### src/rtl/player1_controller_if.sv
// Player-1 button inputs and the action/position outputs that feed player1_sprite.
interface player1_controller_if;
    logic       btn_left;
    logic       btn_right;
    logic       btn_punch;
    logic       btn_kick;
    logic       btn_block;
    logic       btn_jump;
    logic [6:0] player1_inputs;
    logic [9:0] player1_x;
    logic       action_busy;

    modport master (
        output btn_left, btn_right, btn_punch, btn_kick, btn_block, btn_jump,
        input  player1_inputs, player1_x, action_busy
    );

    modport slave (
        input  btn_left, btn_right, btn_punch, btn_kick, btn_block, btn_jump,
        output player1_inputs, player1_x, action_busy
    );
endinterface

### src/rtl/player1_controller.sv
// Player-1 controller: button sync/debounce, one-hot action FSM with timed
// attack/jump states, and rate-divided horizontal movement clamped to the arena.
module player1_controller #(
    parameter int DEBOUNCE_MAX  = 500_000,
    parameter int ATTACK_CYCLES = 25_000_000,
    parameter int JUMP_CYCLES   = 50_000_000,
    parameter int STEP_DIV      = 1_000_000,
    parameter int STEP_PX       = 2,
    parameter int X_MIN         = 0,
    parameter int X_MAX         = 512,
    parameter int X_INIT        = 100
) (
    input  logic                  clk,
    input  logic                  rst,
    player1_controller_if.slave   bus
);

    localparam int DEB_W   = $clog2(DEBOUNCE_MAX + 1);
    localparam int DUR_MAX = (JUMP_CYCLES > ATTACK_CYCLES) ? JUMP_CYCLES : ATTACK_CYCLES;
    localparam int DUR_W   = $clog2(DUR_MAX + 1);
    localparam int STEP_W  = $clog2(STEP_DIV + 1);

    localparam logic [DEB_W-1:0]  DEB_LAST    = DEB_W'(DEBOUNCE_MAX - 1);
    localparam logic [DUR_W-1:0]  ATTACK_LOAD = DUR_W'(ATTACK_CYCLES - 1);
    localparam logic [DUR_W-1:0]  JUMP_LOAD   = DUR_W'(JUMP_CYCLES - 1);
    localparam logic [STEP_W-1:0] STEP_LAST   = STEP_W'(STEP_DIV - 1);
    localparam logic signed [10:0] STEP_S     = 11'(STEP_PX);
    localparam logic signed [10:0] X_MIN_S    = 11'(X_MIN);
    localparam logic [10:0]        STEP_U     = 11'(STEP_PX);
    localparam logic [10:0]        X_MAX_U    = 11'(X_MAX);
    localparam logic [9:0]         X_MIN_10   = 10'(X_MIN);
    localparam logic [9:0]         X_MAX_10   = 10'(X_MAX);
    localparam logic [9:0]         X_INIT_10  = 10'(X_INIT);

    // Button bit positions inside the packed vectors below
    localparam int B_LEFT  = 0;
    localparam int B_RIGHT = 1;
    localparam int B_PUNCH = 2;
    localparam int B_KICK  = 3;
    localparam int B_BLOCK = 4;
    localparam int B_JUMP  = 5;

    typedef enum logic [2:0] {
        ST_IDLE   = 3'd0,
        ST_WALK_L = 3'd1,
        ST_WALK_R = 3'd2,
        ST_BLOCK  = 3'd3,
        ST_PUNCH  = 3'd4,
        ST_KICK   = 3'd5,
        ST_JUMP   = 3'd6
    } state_t;

    function automatic logic [6:0] state_onehot(input state_t s);
        case (s)
            ST_IDLE:   return 7'b0000001;
            ST_WALK_L: return 7'b0000010;
            ST_WALK_R: return 7'b0000100;
            ST_PUNCH:  return 7'b0001000;
            ST_KICK:   return 7'b0010000;
            ST_BLOCK:  return 7'b0100000;
            ST_JUMP:   return 7'b1000000;
            default:   return 7'b0000001;
        endcase
    endfunction

    logic [5:0]        btn_raw_s;
    logic [5:0]        sync1_r;
    logic [5:0]        sync2_r;
    logic [5:0]        deb_r;
    logic [2:0]        deb_prev_r;
    logic [DEB_W-1:0]  deb_cnt_r [6];
    logic              punch_edge_s;
    logic              kick_edge_s;
    logic              jump_edge_s;

    state_t            state_r;
    state_t            state_next_s;
    logic [DUR_W-1:0]  dur_r;
    logic [DUR_W-1:0]  dur_next_s;
    logic [6:0]        onehot_next_s;
    logic [6:0]        player1_inputs_r;
    logic              action_busy_r;

    logic [STEP_W-1:0] step_cnt_r;
    logic              step_tick_s;
    logic [9:0]        x_r;
    logic [9:0]        x_next_s;
    logic signed [10:0] x_left_s;
    logic [10:0]       x_right_s;

    assign btn_raw_s = {bus.btn_jump, bus.btn_block, bus.btn_kick,
                        bus.btn_punch, bus.btn_right, bus.btn_left};

    // Two-flop synchronizer plus per-button stability counter
    always_ff @(posedge clk) begin
        if (rst) begin
            sync1_r    <= 6'd0;
            sync2_r    <= 6'd0;
            deb_r      <= 6'd0;
            deb_prev_r <= 3'd0;
            for (int i = 0; i < 6; i++) begin
                deb_cnt_r[i] <= {DEB_W{1'b0}};
            end
        end else begin
            sync1_r    <= btn_raw_s;
            sync2_r    <= sync1_r;
            deb_prev_r <= {deb_r[B_JUMP], deb_r[B_KICK], deb_r[B_PUNCH]};
            for (int i = 0; i < 6; i++) begin
                if (sync2_r[i] == deb_r[i]) begin
                    deb_cnt_r[i] <= {DEB_W{1'b0}};
                end else if (deb_cnt_r[i] == DEB_LAST) begin
                    deb_r[i]     <= sync2_r[i];
                    deb_cnt_r[i] <= {DEB_W{1'b0}};
                end else begin
                    deb_cnt_r[i] <= deb_cnt_r[i] + 1'b1;
                end
            end
        end
    end

    assign punch_edge_s = deb_r[B_PUNCH] & ~deb_prev_r[0];
    assign kick_edge_s  = deb_r[B_KICK]  & ~deb_prev_r[1];
    assign jump_edge_s  = deb_r[B_JUMP]  & ~deb_prev_r[2];

    // Next-state: timed states count down, free states re-arbitrate every cycle
    always_comb begin
        state_next_s = state_r;
        dur_next_s   = dur_r;
        case (state_r)
            ST_PUNCH, ST_KICK, ST_JUMP: begin
                if (dur_r != {DUR_W{1'b0}}) begin
                    dur_next_s = dur_r - 1'b1;
                end else begin
                    dur_next_s = {DUR_W{1'b0}};
                end
            end
            default: begin
                dur_next_s = dur_r;
            end
        endcase

        // Edges seen while an action is still running never reach this arbitration
        if ((state_r != ST_PUNCH && state_r != ST_KICK && state_r != ST_JUMP) ||
            dur_r == {DUR_W{1'b0}}) begin
            if (jump_edge_s) begin
                state_next_s = ST_JUMP;
                dur_next_s   = JUMP_LOAD;
            end else if (punch_edge_s) begin
                state_next_s = ST_PUNCH;
                dur_next_s   = ATTACK_LOAD;
            end else if (kick_edge_s) begin
                state_next_s = ST_KICK;
                dur_next_s   = ATTACK_LOAD;
            end else if (deb_r[B_BLOCK]) begin
                state_next_s = ST_BLOCK;
            end else if (deb_r[B_LEFT] && !deb_r[B_RIGHT]) begin
                state_next_s = ST_WALK_L;
            end else if (deb_r[B_RIGHT] && !deb_r[B_LEFT]) begin
                state_next_s = ST_WALK_R;
            end else begin
                state_next_s = ST_IDLE;
            end
        end else begin
            state_next_s = state_r;
        end
    end

    assign onehot_next_s = state_onehot(state_next_s);

    // State, duration counter and registered action outputs
    always_ff @(posedge clk) begin
        if (rst) begin
            state_r          <= ST_IDLE;
            dur_r            <= {DUR_W{1'b0}};
            player1_inputs_r <= 7'b0000001;
            action_busy_r    <= 1'b0;
        end else begin
            state_r          <= state_next_s;
            dur_r            <= dur_next_s;
            player1_inputs_r <= onehot_next_s;
            action_busy_r    <= onehot_next_s[3] | onehot_next_s[4] | onehot_next_s[6];
        end
    end

    assign step_tick_s = (step_cnt_r == STEP_LAST);

    // Free-running movement rate divider
    always_ff @(posedge clk) begin
        if (rst) begin
            step_cnt_r <= {STEP_W{1'b0}};
        end else if (step_tick_s) begin
            step_cnt_r <= {STEP_W{1'b0}};
        end else begin
            step_cnt_r <= step_cnt_r + 1'b1;
        end
    end

    // 11-bit arithmetic keeps a step past either edge from wrapping
    assign x_left_s  = $signed({1'b0, x_r}) - STEP_S;
    assign x_right_s = {1'b0, x_r} + STEP_U;

    // Position update, using the pre-transition state on a tick
    always_comb begin
        x_next_s = x_r;
        if (step_tick_s) begin
            case (state_r)
                ST_WALK_L: x_next_s = (x_left_s < X_MIN_S) ? X_MIN_10 : x_left_s[9:0];
                ST_WALK_R: x_next_s = (x_right_s > X_MAX_U) ? X_MAX_10 : x_right_s[9:0];
                default:   x_next_s = x_r;
            endcase
        end else begin
            x_next_s = x_r;
        end
    end

    // Position register
    always_ff @(posedge clk) begin
        if (rst) begin
            x_r <= X_INIT_10;
        end else begin
            x_r <= x_next_s;
        end
    end

    assign bus.player1_inputs = player1_inputs_r;
    assign bus.player1_x      = x_r;
    assign bus.action_busy    = action_busy_r;

endmodule

### src/flat_wrapper.sv
// flat-port wrapper written by rule: the top's interface ports become plain ports
module player1_controller_flat 
#(
    parameter int DEBOUNCE_MAX  = 500_000,
    parameter int ATTACK_CYCLES = 25_000_000,
    parameter int JUMP_CYCLES   = 50_000_000,
    parameter int STEP_DIV      = 1_000_000,
    parameter int STEP_PX       = 2,
    parameter int X_MIN         = 0,
    parameter int X_MAX         = 512,
    parameter int X_INIT        = 100
)
  (clk, rst, bus_btn_left, bus_btn_right, bus_btn_punch, bus_btn_kick, bus_btn_block, bus_btn_jump, bus_player1_inputs, bus_player1_x, bus_action_busy);
  player1_controller_if bus_i ();
  input  logic clk;
  input  logic rst;
  input wire logic [$bits(bus_i.btn_left)-1:0] bus_btn_left;
  input wire logic [$bits(bus_i.btn_right)-1:0] bus_btn_right;
  input wire logic [$bits(bus_i.btn_punch)-1:0] bus_btn_punch;
  input wire logic [$bits(bus_i.btn_kick)-1:0] bus_btn_kick;
  input wire logic [$bits(bus_i.btn_block)-1:0] bus_btn_block;
  input wire logic [$bits(bus_i.btn_jump)-1:0] bus_btn_jump;
  output wire logic [$bits(bus_i.player1_inputs)-1:0] bus_player1_inputs;
  output wire logic [$bits(bus_i.player1_x)-1:0] bus_player1_x;
  output wire logic [$bits(bus_i.action_busy)-1:0] bus_action_busy;
  assign bus_i.btn_left = bus_btn_left;
  assign bus_i.btn_right = bus_btn_right;
  assign bus_i.btn_punch = bus_btn_punch;
  assign bus_i.btn_kick = bus_btn_kick;
  assign bus_i.btn_block = bus_btn_block;
  assign bus_i.btn_jump = bus_btn_jump;
  assign bus_player1_inputs = bus_i.player1_inputs;
  assign bus_player1_x = bus_i.player1_x;
  assign bus_action_busy = bus_i.action_busy;
  player1_controller #(.DEBOUNCE_MAX(DEBOUNCE_MAX), .ATTACK_CYCLES(ATTACK_CYCLES), .JUMP_CYCLES(JUMP_CYCLES), .STEP_DIV(STEP_DIV), .STEP_PX(STEP_PX), .X_MIN(X_MIN), .X_MAX(X_MAX), .X_INIT(X_INIT)) u_core (.clk(clk), .rst(rst), .bus(bus_i));
endmodule
### config.mk
export PLATFORM = sky130hd
export DESIGN_NAME = player1_controller_flat
export DESIGN_NICKNAME = d
export VERILOG_FILES = /design/src/rtl/player1_controller_if.sv /design/src/rtl/player1_controller.sv /design/src/flat_wrapper.sv
export SDC_FILE = /design/constraint.sdc
export NUM_CORES = 1
export LEC_CHECK = 0
export ABC_CLOCK_PERIOD_IN_PS = 3900
export BUFFER_PORTS_ARGS = -buffer_cell sky130_fd_sc_hd__buf_2
export CORE_UTILIZATION = 68
export CTS_CLUSTER_DIAMETER = 100
export DETAILED_ROUTE_END_ITERATION = 7
export HOLD_SLACK_MARGIN = 0.05
export PLACE_DENSITY = 0.87
export SYNTH_ARGS = -nofsm -noshare
export SYNTH_HDL_FRONTEND = slang
export SYNTH_SLANG_ARGS = --single-unit
### constraint.sdc
create_clock -name clk -period 3.9 [get_ports clk]
set_clock_uncertainty 0.05 [all_clocks]
set_input_delay 1.17 -clock clk [delete_from_list [all_inputs] [get_ports clk]]
set_output_delay 1.17 -clock clk [all_outputs]
set_load 0.005 [all_outputs]
# Word level (Yosys, flattened, before mapping)
# Memory sizes are Yosys's and may differ from the RTL's.
# Cells that the tools add are included.
# classes
n_bitwise	32
order_cmp	2
eq_ne	27
add_sub_neg	10
n_reduce_logical	19
n_mux	103
# ops
op	n
19-bit two-way mux	18
26-bit two-way mux	6
19-bit by 1-bit adder with 19-bit output, second input constant	6
19-bit equality test, second input constant	6
1-bit two-way mux	68
7-bit one-hot mux with 6 select lines	1
26-bit zero test	1
26-bit nonzero test	1
26-bit by 1-bit subtractor with 26-bit output, second input constant	1
20-bit by 1-bit adder with 20-bit output, second input constant	1
20-bit equality test, second input constant	1
10-bit two-way mux	2
1-bit OR	20
10-bit one-hot mux with 2 select lines	1
3-bit equality test, second input constant	6
3-bit two-way mux	6
2-bit AND reduction	7
10-bit by 2-bit adder with 11-bit output, second input constant	1
11-bit by 10-bit greater-than comparator with 1-bit output, second input constant	1
11-bit by 1-bit < comparator with 1-bit output, second input constant	1
10-bit by 2-bit subtractor with 11-bit output, second input constant	1
3-bit by 2-bit equality test with 1-bit output, second input constant	3
3-bit != test, second input constant	3
1-bit NOT	9
10 further kinds	22
# word_totals
ram_bits	114
memories	1
output_inout_bits	18
register_bits	88
# mem_list
memory	depth	width	rd	rd_clocked_by_memory_dff	wr	line_no	rtl
u_core.deb_cnt_r	6	19	6	0	6	player1_controller.sv:71	logic [DEB_W-1:0] deb_cnt_r [6];

# Longest topological paths before layout
# Gate-level depths: netlist (run 1).
# depth
word_depth	13
mapped_depth	10
ltp_nobuf	8

# Worst setup path before layout (run 1)
# No wires, ideal clock.
# synth_timing
path_kind	in2reg
startpoint	input rst
endpoint	memory u_core.deb_cnt_r[0][30] in the netlist's numbering (data pin)
arrival_ns	2.201
slack_ns	1.383
cell_stages	6
n_path_buf	3
required_time_ns	3.584
cell_sequence	clkbuf_1 > nand2b_1 > or2_1 > clkbuf_1 > clkbuf_1 > nor2_1
# synth_rtl
element	line_no	rtl
start, declared	flat_wrapper.sv:16	input logic rst;
end, declared	player1_controller.sv:71	

# Worst setup path after layout (run 1)
# layout_timing
startpoint	register u_core.x_r[2], in the netlist u_core.bus.player1_x[2]
endpoint	register u_core.x_r[1], in the netlist u_core.bus.player1_x[1]
# layout_via
elab_chain_cells	4
elab_cells_between_ends	7
cone_classes	add/sub (2); order compare (2); mux (3)
# layout_rtl
element	line_no	rtl
start, declared	player1_controller.sv:86	logic [9:0] x_r;
start signal, assigned	player1_controller.sv:221	x_r <= x_next_s;
10-bit by 2-bit adder with 11-bit output / 10-bit by 2-bit subtractor with 11-bit output (equally long branches)	player1_controller.sv:200, player1_controller.sv:199	
11-bit by 10-bit greater-than comparator with 1-bit output / 11-bit by 1-bit < comparator with 1-bit output (equally long branches)	player1_controller.sv:208, player1_controller.sv:207	
10-bit two-way mux (on tied branches)	player1_controller.sv:208, player1_controller.sv:207	
10-bit one-hot mux with 2 select lines *	player1_controller.sv:206	case (state_r)
# Every way passes the cells marked *; elsewhere a longest branch is shown, timed or not.
# A chain may end at the register's enable or synchronous reset.

==> parameters.txt, run 1 <==
Parameter                              Value

Critical path
  Classification of the worst setup path ... reg -> reg
  Count of cells along the worst register-to-register path ... 7
  R2r startpoint ... u_core.bus.player1_x[2]
  Reg-to-reg endpoint ... u_core.bus.player1_x[1]
  CP Capture Type ... register
  Critical path data arrival time ... 3.13 ns
  Required time at the endpoint of the critical path ... 4.24 ns
  Reg2reg setup slack ... 1.11 ns
  Max Fanout on Critical Path ... 12
  Type of origin of the critical path ... register

Synth
  Post-synth EDFFs ... 114
  Async set or reset register ratio after synthesis ... 0%
  Proportion of synthesized chip area in sequential cells ... 50.2%
  Top flip-flop cell by instance count after synthesis ... sky130_fd_sc_hd__edfxtp_1
  Synth cell types ... 65
  Warning count from the yosys run ... 0
  Number of synthesized register bits ... 201
  Per-instance average area after synthesis ... 9.55 µm²
  Post-synthesis instance area ... 10,300 µm²
  Mapped Cells ... 1,076

Detailed routing
  Length of the first detailed-routing pass in iterations ... 7
  Total detailed-routing wirelength ... 19.9 mm
  Vias per std cell ... 5.58
  Starting DRT DRC Count ... 487
  Vias ... 7,801
  Average routed wire per standard cell ... 14.2 µm
  Drc violations ... 2
  Count of antenna-violating nets left after detailed routing ... 0

Hold path
  Hold path endpoint ... u_core.sync2_r[1]
  Launch point of the worst hold path ... u_core.sync1_r[1]
  Class of the tightest hold or removal check ... reg -> reg
  Number of instances on the worst hold path ... 1

Clock tree
  Number of buffers between clock root and the deepest sink ... 3
  Clk sinks ... 201
  Resize count post-CTS ... 0
  CTS root buffer ... sky130_fd_sc_hd__clkbuf_16
  Clock tree from TritonCTS ... built
  Number of buffers added for setup after CTS ... 0
  Number of H-tree levels ... 1
  # hold bufs at CTS ... 0
  Number of CTS-inserted buffers ... 21
  CTS clock-pin slew for the worst setup and hold paths ... 0.06 ns
  Skew-Pair Late Insertion Delay ... 0.50 ns

Final layout
  Most common cell after layout, fill and taps aside ... sky130_fd_sc_hd__nor2_1
  Non-filler cells in the finished layout ... 1,397
  Nets@finish ... 1,216
  Synthesis-to-layout area growth ... 13.3%
  Area taken by flip-flops and latches ... 5160 µm²
  Commonest non-fill, non-tap cells in the layout ... sky130_fd_sc_hd__nor2_1, sky130_fd_sc_hd__conb_1, sky130_fd_sc_hd__edfxtp_1
  Area taken by multi-input logic gates ... 5260 µm²
  Fill cell instance count of the final layout ... 957
  Antenna diode count ... 0
  Proportion of layout cells with a drive suffix above 1 ... 6.18%

Timing
  Headroom to the max-slew limit ... 45.6%
  Final setup violation count ... 0
  Transition time at the pin with the least slew margin ... 0.809 ns
  Fin Setup TNS ... 0 ns
  Post-layout worst setup margin ... 1.11 ns
  Number of hold violations in the final report ... 0
  Maximum clock frequency ... 359 MHz
  Setup repair after global routing missed its margin ... false
  Portion of the clock cycle consumed by the worst path in the final layout ... 71.5%
  Number of max-slew violations in the final report ... 0
  Shortest period the worst path allows ... 2.79 ns

Place
  HPWL Detailed ... 13.5 mm
  Placed cell count ... 1,359
  RD Place Congestion ... 0.877
  Worst-case setup slack after placement ... 1.15 ns
  Buffers added on ports ... 24

Floorplanning
  Starting utilization of the core area ... 70.2%
  Placeable core region ... 14,600 µm²
  Number of placed I/O pins ... 26
  Chip Height ... 125 µm
  Die area ... 15,600 µm²
  Die X ... 125 µm
  Placement row count ... 44

Global routing
  Vias in the first global route ... 7,581
  Number of antenna violations at the first check in global routing ... 0
  Largest net degree at the start of global routing ... 29
  Overall Global Routing Usage ... 26.0%
  Leftover overflow at the end of global routing ... 0
  First-pass GRT wire length ... 33.9 mm

Power and ir drop
  Leakage power figure ... 4.26 nW
  PwrDens ... 393 nW/µm²
  Maximum ir drop on the vdd rail ... 355 µV

Run status
  Violated checks ... DRC
  Status ... complete, but fails checks

Job
  Number of max-cap violations ... 0
==> per-stage QoR <==
step	utilization [%]	hold WS [ns]	area, µm²	power [mW]
after floorplan	-	0.364	10700	2.49
after global placement	74.5	0.366	10900	2.52
after detailed placement	74.5	0.372	10900	2.53
after CTS	79.5	0.387	11600	4.60
after global routing	79.5	0.407	11600	4.71
final	79.5	0.386	11600	4.58
==> power breakdown <==
part	total, mW	internal, mW	switching [mW]
Clock	2.09	1.28	0.808
Sequential	2.36	2.30	0.0614
Combinational	0.130	0.0505	0.0798
==> synth_stat cells (all sizes together), types with 7 or more instances <==
| library cell | n | area (µm²) |
|---|---|---|
| clkbuf | 34 | 128 |
| dfxtp | 87 | 1740 |
| or4 | 7 | 56.3 |
| nand4 | 35 | 219 |
| and4 | 15 | 131 |
| nor4 | 25 | 181 |
| nor2b | 24 | 158 |
| a211oi | 8 | 60.1 |
| nor2 | 205 | 772 |
| nand3 | 55 | 275 |
| xor2 | 74 | 648 |
| nor3 | 26 | 130 |
| xnor2 | 73 | 639 |
| a21oi | 26 | 134 |
| nand2b | 7 | 43.8 |
| nand2 | 86 | 323 |
| mux2i | 10 | 100 |
| or3 | 13 | 81.3 |
| buf | 8 | 48.8 |
| o21ai | 24 | 128 |
| ha | 10 | 125 |
| inv | 28 | 105 |
| and3 | 20 | 125 |
| edfxtp | 114 | 3420 |
==> state kept, by name, summed over array words and instances (netlist names) <==
name                       cells
u_core.sync2_r                 6
u_core.bus.player1_inputs      7
u_core.bus.action_busy         1
u_core.sync1_r                 6
u_core.deb_prev_r              3
u_core.step_cnt_r             20
u_core.bus.player1_x           9
u_core.state_r                 3
u_core.deb_cnt_r             114
u_core.deb_r                   6
u_core.dur_r                  26
==> how the worst max path moves through the flow <==
stage / to / depth (start not counted) / startpoint / slack [ns]
final: u_core.bus.player1_x[1] / 7 / u_core.bus.player1_x[2] / 1.11
after global routing: u_core.bus.player1_x[1] / 7 / u_core.bus.player1_x[2] / 0.90
after CTS: u_core.bus.player1_x[1] / 7 / u_core.bus.player1_x[2] / 1.14
after detailed placement: u_core.bus.player1_x[1] / 7 / u_core.bus.player1_x[2] / 1.15
after global placement: u_core.deb_cnt_r[0][29] / 4 / rst / 1.20
after floorplan: u_core.deb_cnt_r[0][30] / 6 / rst / 1.38
==> cell type report <==
type | count | share of cell area, %
clock inverters | 7 | 0.774
inverters | 28 | 0.903
repair buffers | 28 | 1.29
multi-input cells | 918 | 45.2
flip-flops and latches | 201 | 44.4
well taps | 184 | 1.98
clock buffers | 31 | 5.54
==> logic make-up (layout without fill, tap and decap cells) <==
group,count (synthesis),in the layout,share of synthesized area [%]
compound gates,97,97,6.21
other cells,2,115,0.0730
flops,201,201,50.2
buf+inv,70,94,2.74
mux,10,10,0.974
xor+xnor,147,147,12.5
simple gates,539,539,26.0
fa+ha+maj,10,10,1.22
==> routing by layer <==
layer | GRT usage [%] | up-vias | wire length, µm
li1 | - | 3937 | -
met1 | 32.8 | 3606 | 8730
met2 | 46.5 | 212 | 9770
met3 | 3.77 | 46 | 922
met4 | 7.60 | 0 | 422
met5 | 0 | - | 0
==> critical path, stage by stage (launching register included) <==
cell and delay (ns):
sky130_fd_sc_hd__dfxtp_1 0.54, sky130_fd_sc_hd__ha_1 0.38, sky130_fd_sc_hd__nand3_1 0.23, sky130_fd_sc_hd__xnor2_1 0.18, sky130_fd_sc_hd__or4_1 0.40, sky130_fd_sc_hd__o31ai_1 0.44
sky130_fd_sc_hd__nand2_1 0.19, sky130_fd_sc_hd__a311oi_1 0.29
Power figures use the tool's default switching activity.
==> run 2: changes to the inputs <==
--- a/config.mk
+++ b/config.mk
@@ -5,13 +5,13 @@
 export SDC_FILE = /design/constraint.sdc
 export NUM_CORES = 1
 export LEC_CHECK = 0
-export ABC_CLOCK_PERIOD_IN_PS = 3900
+export ABC_CLOCK_PERIOD_IN_PS = 2800
 export BUFFER_PORTS_ARGS = -buffer_cell sky130_fd_sc_hd__buf_2
-export CORE_UTILIZATION = 68
+export CORE_UTILIZATION = 63
 export CTS_CLUSTER_DIAMETER = 100
 export DETAILED_ROUTE_END_ITERATION = 7
 export HOLD_SLACK_MARGIN = 0.05
-export PLACE_DENSITY = 0.87
+export PLACE_DENSITY = 0.81
 export SYNTH_ARGS = -nofsm -noshare
 export SYNTH_HDL_FRONTEND = slang
 export SYNTH_SLANG_ARGS = --single-unit
==> constraint.sdc (replaced) <==
create_clock -name clk -period 2.8 [get_ports clk]
set_clock_uncertainty 0.05 [all_clocks]
set_input_delay 0.84 -clock clk [delete_from_list [all_inputs] [get_ports clk]]
set_output_delay 0.84 -clock clk [all_outputs]
set_load 0.005 [all_outputs]
==> run 2 against run 1 <==
The run now ends clean. Sequential power increased by 39%. Die area increased by 7.8%. Global-route usage fell by 1.4 points. Combinational power rose by 42%. First-iteration DRC count fell by 22%. Power increased by 41%.
==> parameters.txt, run 2 (same netlist as run 1, synthesis figures left out) <==
Parameter                              Value

Run status
  Status ... completed

Timing
  Shortest period the worst path allows ... 2.60 ns
  Post-layout worst setup margin ... 0.196 ns
  Headroom to the max-slew limit ... 57.5%
  Number of hold violations in the final report ... 0
  Final setup violation count ... 0
  Fin Setup TNS ... 0 ns
  Maximum clock frequency ... 384 MHz
  Setup repair after global routing missed its margin ... false
  Portion of the clock cycle consumed by the worst path in the final layout ... 93.0%
  Hold_ws ... 0.383 ns
  Transition time at the pin with the least slew margin ... 0.631 ns
  Number of max-slew violations in the final report ... 0

Clock tree
  CTS clock-pin slew for the worst setup and hold paths ... 0.06 ns
  Number of CTS-inserted buffers ... 22
  CTS root buffer ... sky130_fd_sc_hd__clkbuf_16
  Clk sinks ... 201
  Resize count post-CTS ... 0
  Clock tree from TritonCTS ... built
  Number of buffers between clock root and the deepest sink ... 3
  Skew-Pair Late Insertion Delay ... 0.50 ns
  # hold bufs at CTS ... 0
  Number of H-tree levels ... 1
  Number of buffers added for setup after CTS ... 0

Detailed routing
  Average routed wire per standard cell ... 13.9 µm
  Vias per std cell ... 5.47
  Length of the first detailed-routing pass in iterations ... 5
  Count of antenna-violating nets left after detailed routing ... 0
  Vias ... 7,895
  Metal3 WL ... 771 µm
  Starting DRT DRC Count ... 382
  Total detailed-routing wirelength ... 20.0 mm
  Uppermost layer routed ... met4
  Drc violations ... 0
  Length of routed met2 wiring ... 9.86 mm
  Post-route met1 wirelength ... 9.08 mm

Power and ir drop
  Part of the power in the clock network ... 46.3%
  Maximum ir drop on the vdd rail ... 476 µV
  Switching power summed over all nets ... 1.35 mW
  Leakage power figure ... 4.35 nW
  Total internal power ... 5.11 mW
  Fraction of power spent switching nets ... 20.9%
  Part of the power in combinational logic ... 2.9%
  PwrDens ... 547 nW/µm²
  Sequential Power Share ... 50.9%

Floorplanning
  Starting utilization of the core area ... 64.7%
  Chip Height ... 130 µm
  Die X ... 130 µm
  Placeable core region ... 15,900 µm²
  Number of placed I/O pins ... 26
  Die area ... 16,800 µm²
  Placement row count ... 46

Critical path
  Classification of the worst setup path ... reg -> reg
  Critical-path top delay cell ... sky130_fd_sc_hd__dfxtp_1
  CP top delay family ... simple AND/OR/NAND/NOR gates
  CP Capture Type ... register
  Type of origin of the critical path ... register
  Max Fanout on Critical Path ... 11
  Critical path data arrival time ... 2.97 ns
  Reg2reg setup slack ... 0.20 ns
  Required time at the endpoint of the critical path ... 3.17 ns
  CP cell instances ... ha_2 > nand3_1 > xnor2_1 > or4_1 > o31ai_1 > nand2_1 > a311oi_1
  Critical Path Max Stage Delay ... 0.52 ns
  Crit path buf inv count ... 0

Global routing
  Vias in the first global route ... 7,593
  Overall Global Routing Usage ... 24.6%
  First-pass GRT wire length ... 33.8 mm
  Largest net degree at the start of global routing ... 28
  Leftover overflow at the end of global routing ... 0
  Number of antenna violations at the first check in global routing ... 0

Final layout
  Number of flip-flops under the largest register name ... 114
  Proportion of layout cells with a drive suffix above 1 ... 7.57%
  Antenna diode count ... 0
  Nets@finish ... 1,230
  Synthesis-to-layout area growth ... 14.9%
  Most common cell after layout, fill and taps aside ... sky130_fd_sc_hd__nor2_1
  Most flops, register ... u_core.deb_cnt_r
  Registers with the most flip-flops ... u_core.deb_cnt_r (114), u_core.dur_r (26), u_core.step_cnt_r (20)
  Non-filler cells in the finished layout ... 1,444
  Fill cell instance count of the final layout ... 1,178
  Final Instance Area ... 11,800 µm²
  Commonest non-fill, non-tap cells in the layout ... sky130_fd_sc_hd__nor2_1, sky130_fd_sc_hd__conb_1, sky130_fd_sc_hd__edfxtp_1

Place
  Buffers added on ports ... 24
  Worst-case setup slack after placement ... 0.227 ns
  HPWL Detailed ... 13.8 mm
  RD Place Congestion ... 0.891
  Cell area reported after detailed placement ... 11,000 µm²
  Placed cell count ... 1,404

Job
  Number of max-cap violations ... 0

Hold path
  Class of the tightest hold or removal check ... reg -> reg
-- run 2: metal layers --
metal / global-route usage [%] / up-vias
met3: 3.40 / 29
met4: 6.36 / 0
li1: - / 3969
met2: 44.6 / 165
met1: 31.0 / 3732
met5: 0 / -
-- run 2: worst register-to-register path: cells and delay by family, from the launching register on --
kind / cells / cell delay [ns]
adders and majority gates: 1 / 0.32
xor gates and xnor gates: 1 / 0.19
and+or+nand+nor: 3 / 0.79
AOI/OAI and AO/OA: 2 / 0.65
DFF: 1 / 0.52
-- run 2: worst paths after layout --
kind,cells past startpoint,start,end
min reg2reg,1,u_core.sync1_r[3],u_core.sync2_r[3]
max reg2reg,7,u_core.bus.player1_x[1],u_core.bus.player1_x[1]
max,7,u_core.bus.player1_x[1],u_core.bus.player1_x[1]
min,1,u_core.sync1_r[3],u_core.sync2_r[3]
-- run 2: per-stage QoR --
step	total power, mW	utilization, %
after floorplan	3.47	-
after global placement	3.51	69.5
after detailed placement	3.52	69.5
after CTS	6.50	74.4
after global routing	6.66	74.4
final	6.46	74.4
-- run 2: cell type report --
class | count | area, µm² | share of cell area, %
flip-flops and latches | 201 | 5160 | 43.7
clock inverters | 8 | 65.1 | 0.551
repair buffers | 41 | 248 | 2.10
clock buffers | 32 | 703 | 5.95
inverters | 28 | 105 | 0.889
multi-input cells | 918 | 5260 | 44.5
well taps | 216 | 270 | 2.29
-- run 2: power groups by stage --
stage	logic (mW)	registers, mW	clock network (mW)
4_1_cts	0.180	3.28	3.04
6_report	0.185	3.29	2.99
3_3_place_gp	0.174	3.34	0
2_1_floorplan	0.149	3.32	0
5_1_grt	0.212	3.30	3.15
3_5_place_dp	0.176	3.35	0
==> run 3: changes to the inputs <==
--- a/config.mk
+++ b/config.mk
@@ -5,13 +5,13 @@
 export SDC_FILE = /design/constraint.sdc
 export NUM_CORES = 1
 export LEC_CHECK = 0
-export ABC_CLOCK_PERIOD_IN_PS = 2800
+export ABC_CLOCK_PERIOD_IN_PS = 3300
 export BUFFER_PORTS_ARGS = -buffer_cell sky130_fd_sc_hd__buf_2
-export CORE_UTILIZATION = 63
+export CORE_UTILIZATION = 68
 export CTS_CLUSTER_DIAMETER = 100
 export DETAILED_ROUTE_END_ITERATION = 7
 export HOLD_SLACK_MARGIN = 0.05
-export PLACE_DENSITY = 0.81
+export PLACE_DENSITY = 0.87
 export SYNTH_ARGS = -nofsm -noshare
 export SYNTH_HDL_FRONTEND = slang
 export SYNTH_SLANG_ARGS = --single-unit
==> constraint.sdc (replaced) <==
create_clock -name clk -period 3.3 [get_ports clk]
set_clock_uncertainty 0.05 [all_clocks]
set_input_delay 0.99 -clock clk [delete_from_list [all_inputs] [get_ports clk]]
set_output_delay 0.99 -clock clk [all_outputs]
set_load 0.005 [all_outputs]
==> run 3 against run 2 <==
The flow now finishes with violations (DRC). Die area fell by 7.2%. Setup slack better by 0.32 ns. First-iteration DRC count increased by 76%. Count of clock-buffer cells in the layout stayed put. Highest routed layer unchanged. Largest cell class unchanged. Sequential power shrank 15%.
==> parameters.txt, run 3 (same netlist as run 1, synthesis figures left out) <==
Parameter                              Value

Clock tree
  CTS root buffer ... sky130_fd_sc_hd__clkbuf_16
  Skew-Pair Late Insertion Delay ... 0.50 ns
  Clk sinks ... 201
  Number of buffers between clock root and the deepest sink ... 3
  CTS clock-pin slew for the worst setup and hold paths ... 0.06 ns
  Resize count post-CTS ... 0
  Clock tree from TritonCTS ... built
  Number of H-tree levels ... 1
  # hold bufs at CTS ... 0
  Number of buffers added for setup after CTS ... 0
  Number of CTS-inserted buffers ... 21

Detailed routing
  Vias per std cell ... 5.67
  Average routed wire per standard cell ... 14.4 µm
  Vias ... 7,935
  Starting DRT DRC Count ... 671
  Drc violations ... 3
  Count of antenna-violating nets left after detailed routing ... 0
  Length of the first detailed-routing pass in iterations ... 8
  Total detailed-routing wirelength ... 20.1 mm

Power and ir drop
  Maximum ir drop on the vdd rail ... 394 µV
  Switching power summed over all nets ... 1.09 mW
  Part of the power in the clock network ... 44.8%
  Sequential Power Share ... 52.3%
  Leakage power figure ... 4.26 nW
  Part of the power in combinational logic ... 3.0%
  PwrDens ... 459 nW/µm²
  Total internal power ... 4.25 mW
  Fraction of power spent switching nets ... 20.5%
  Total power consumption of the routed design ... 5.34 mW

Job
  Number of max-cap violations ... 0

Floorplanning
  Die area ... 15,600 µm²
  Chip Height ... 125 µm
  Die X ... 125 µm
  Placement row count ... 44
  Placeable core region ... 14,600 µm²
  Starting utilization of the core area ... 70.2%
  Number of placed I/O pins ... 26

Timing
  Setup repair after global routing missed its margin ... false
  Number of max-slew violations in the final report ... 0
  Final setup violation count ... 0
  Maximum clock frequency ... 359 MHz
  Headroom to the max-slew limit ... 24.5%
  Transition time at the pin with the least slew margin ... 1.13 ns
  Shortest period the worst path allows ... 2.78 ns
  Fin Setup TNS ... 0 ns
  Hold_ws ... 0.384 ns
  Number of hold violations in the final report ... 0
  Portion of the clock cycle consumed by the worst path in the final layout ... 84.3%

Critical path
  Critical path data arrival time ... 3.14 ns
  CP cell instances ... ha_1 > nand3_1 > xnor2_1 > or4_1 > o31ai_1 > nand2_1 > a311oi_1
  Critical Path Max Stage Delay ... 0.53 ns
  CP Capture Type ... register
  Type of origin of the critical path ... register
  Max Fanout on Critical Path ... 12
  Classification of the worst setup path ... reg -> reg
  Critical-path top delay cell ... sky130_fd_sc_hd__dfxtp_1
  Required time at the endpoint of the critical path ... 3.66 ns

Final layout
  Proportion of layout cells with a drive suffix above 1 ... 6.17%
  Synthesis-to-layout area growth ... 13.2%
  Most common cell after layout, fill and taps aside ... sky130_fd_sc_hd__nor2_1
  Number of flip-flops under the largest register name ... 114
  Antenna diode count ... 0
  Most flops, register ... u_core.deb_cnt_r
  Commonest non-fill, non-tap cells in the layout ... sky130_fd_sc_hd__nor2_1, sky130_fd_sc_hd__conb_1, sky130_fd_sc_hd__edfxtp_1
  Registers with the most flip-flops ... u_core.deb_cnt_r (114), u_core.dur_r (26), u_core.step_cnt_r (20)
  Nets@finish ... 1,218

Global routing
  First-pass GRT wire length ... 34.6 mm
  Vias in the first global route ... 7,676
  Number of antenna violations at the first check in global routing ... 0
  Overall Global Routing Usage ... 26.7%
  Largest net degree at the start of global routing ... 28
  Leftover overflow at the end of global routing ... 0

Place
  HPWL Detailed ... 13.7 mm
  Buffers added on ports ... 24
  RD Place Congestion ... 0.903

Hold path
  Class of the tightest hold or removal check ... reg -> reg

Run status
  Violated checks ... DRC
  Status ... complete, but fails checks
==> run 3: cell types whose count changed in the layout (fill, tap and decap cells not counted), sizes merged <==
| cell | delta |
|---|---|
| inv | +1 |
| buf | -11 |
| bufinv | +1 |
| clkinv | -4 |
==> run 3: metal layers <==
metal | track usage, % | vias up | wire length, µm
met4 | 7.17 | 0 | 340
met3 | 3.81 | 32 | 888
met1 | 34.7 | 3769 | 8850
met5 | 0 | - | 0
li1 | - | 3935 | -
met2 | 46.8 | 199 | 10000
==> run 3: power by group through the flow <==
| stage | Sequential, mW | Clock, mW | Combinational (mW) |
|---|---|---|---|
| floorplan | 2.82 | 0 | 0.127 |
| global placement | 2.83 | 0 | 0.145 |
| detailed placement | 2.84 | 0 | 0.149 |
| CTS | 2.79 | 2.43 | 0.153 |
| global route | 2.80 | 2.52 | 0.181 |
| finish | 2.79 | 2.39 | 0.158 |
==> run 3: worst max-delay path: cells and delay by family, from the launching register on <==
family | cells | cell delay [ns]
AOI/OAI and AO/OA | 2 | 0.71
xor gates and xnor gates | 1 | 0.20
DFF | 1 | 0.53
and+or+nand+nor | 3 | 0.84
adders and majority gates | 1 | 0.38
==> run 3: final timing paths <==
check / startpoint / end / slack [ns] / cells after the start
hold reg to reg: u_core.sync1_r[3] / u_core.sync2_r[3] / 0.38 / 1
setup reg to reg: u_core.bus.player1_x[2] / u_core.bus.player1_x[1] / 0.52 / 7
hold / removal: u_core.sync1_r[3] / u_core.sync2_r[3] / 0.38 / 1
setup / recovery: u_core.bus.player1_x[2] / u_core.bus.player1_x[1] / 0.52 / 7
==> run 3: cell type report <==
cell class                 count  area, µm²
multi-input combinational    918       5260
inverter                      28        105
fill                         915       3010
tap                          184        230
clock buffer                  32        628
sequential                   201       5160
clock inverter                 6       82.6
timing repair buffer          30        165
==> run 3: stage by stage <==
| step | utilization, % | cell area [µm²] | worst slack (ns) | instances |
|---|---|---|---|---|
| 6_report | 79.5 | 11600 | 0.517 | 1399 |
| 5_1_grt | 79.5 | 11600 | 0.300 | 1399 |
| 4_1_cts | 79.5 | 11600 | 0.580 | 1399 |
| 3_5_place_dp | 74.6 | 10900 | 0.593 | 1361 |
| 3_3_place_gp | 74.6 | 10900 | 0.705 | 1361 |
| 2_1_floorplan | - | 10700 | 0.963 | 1189 |
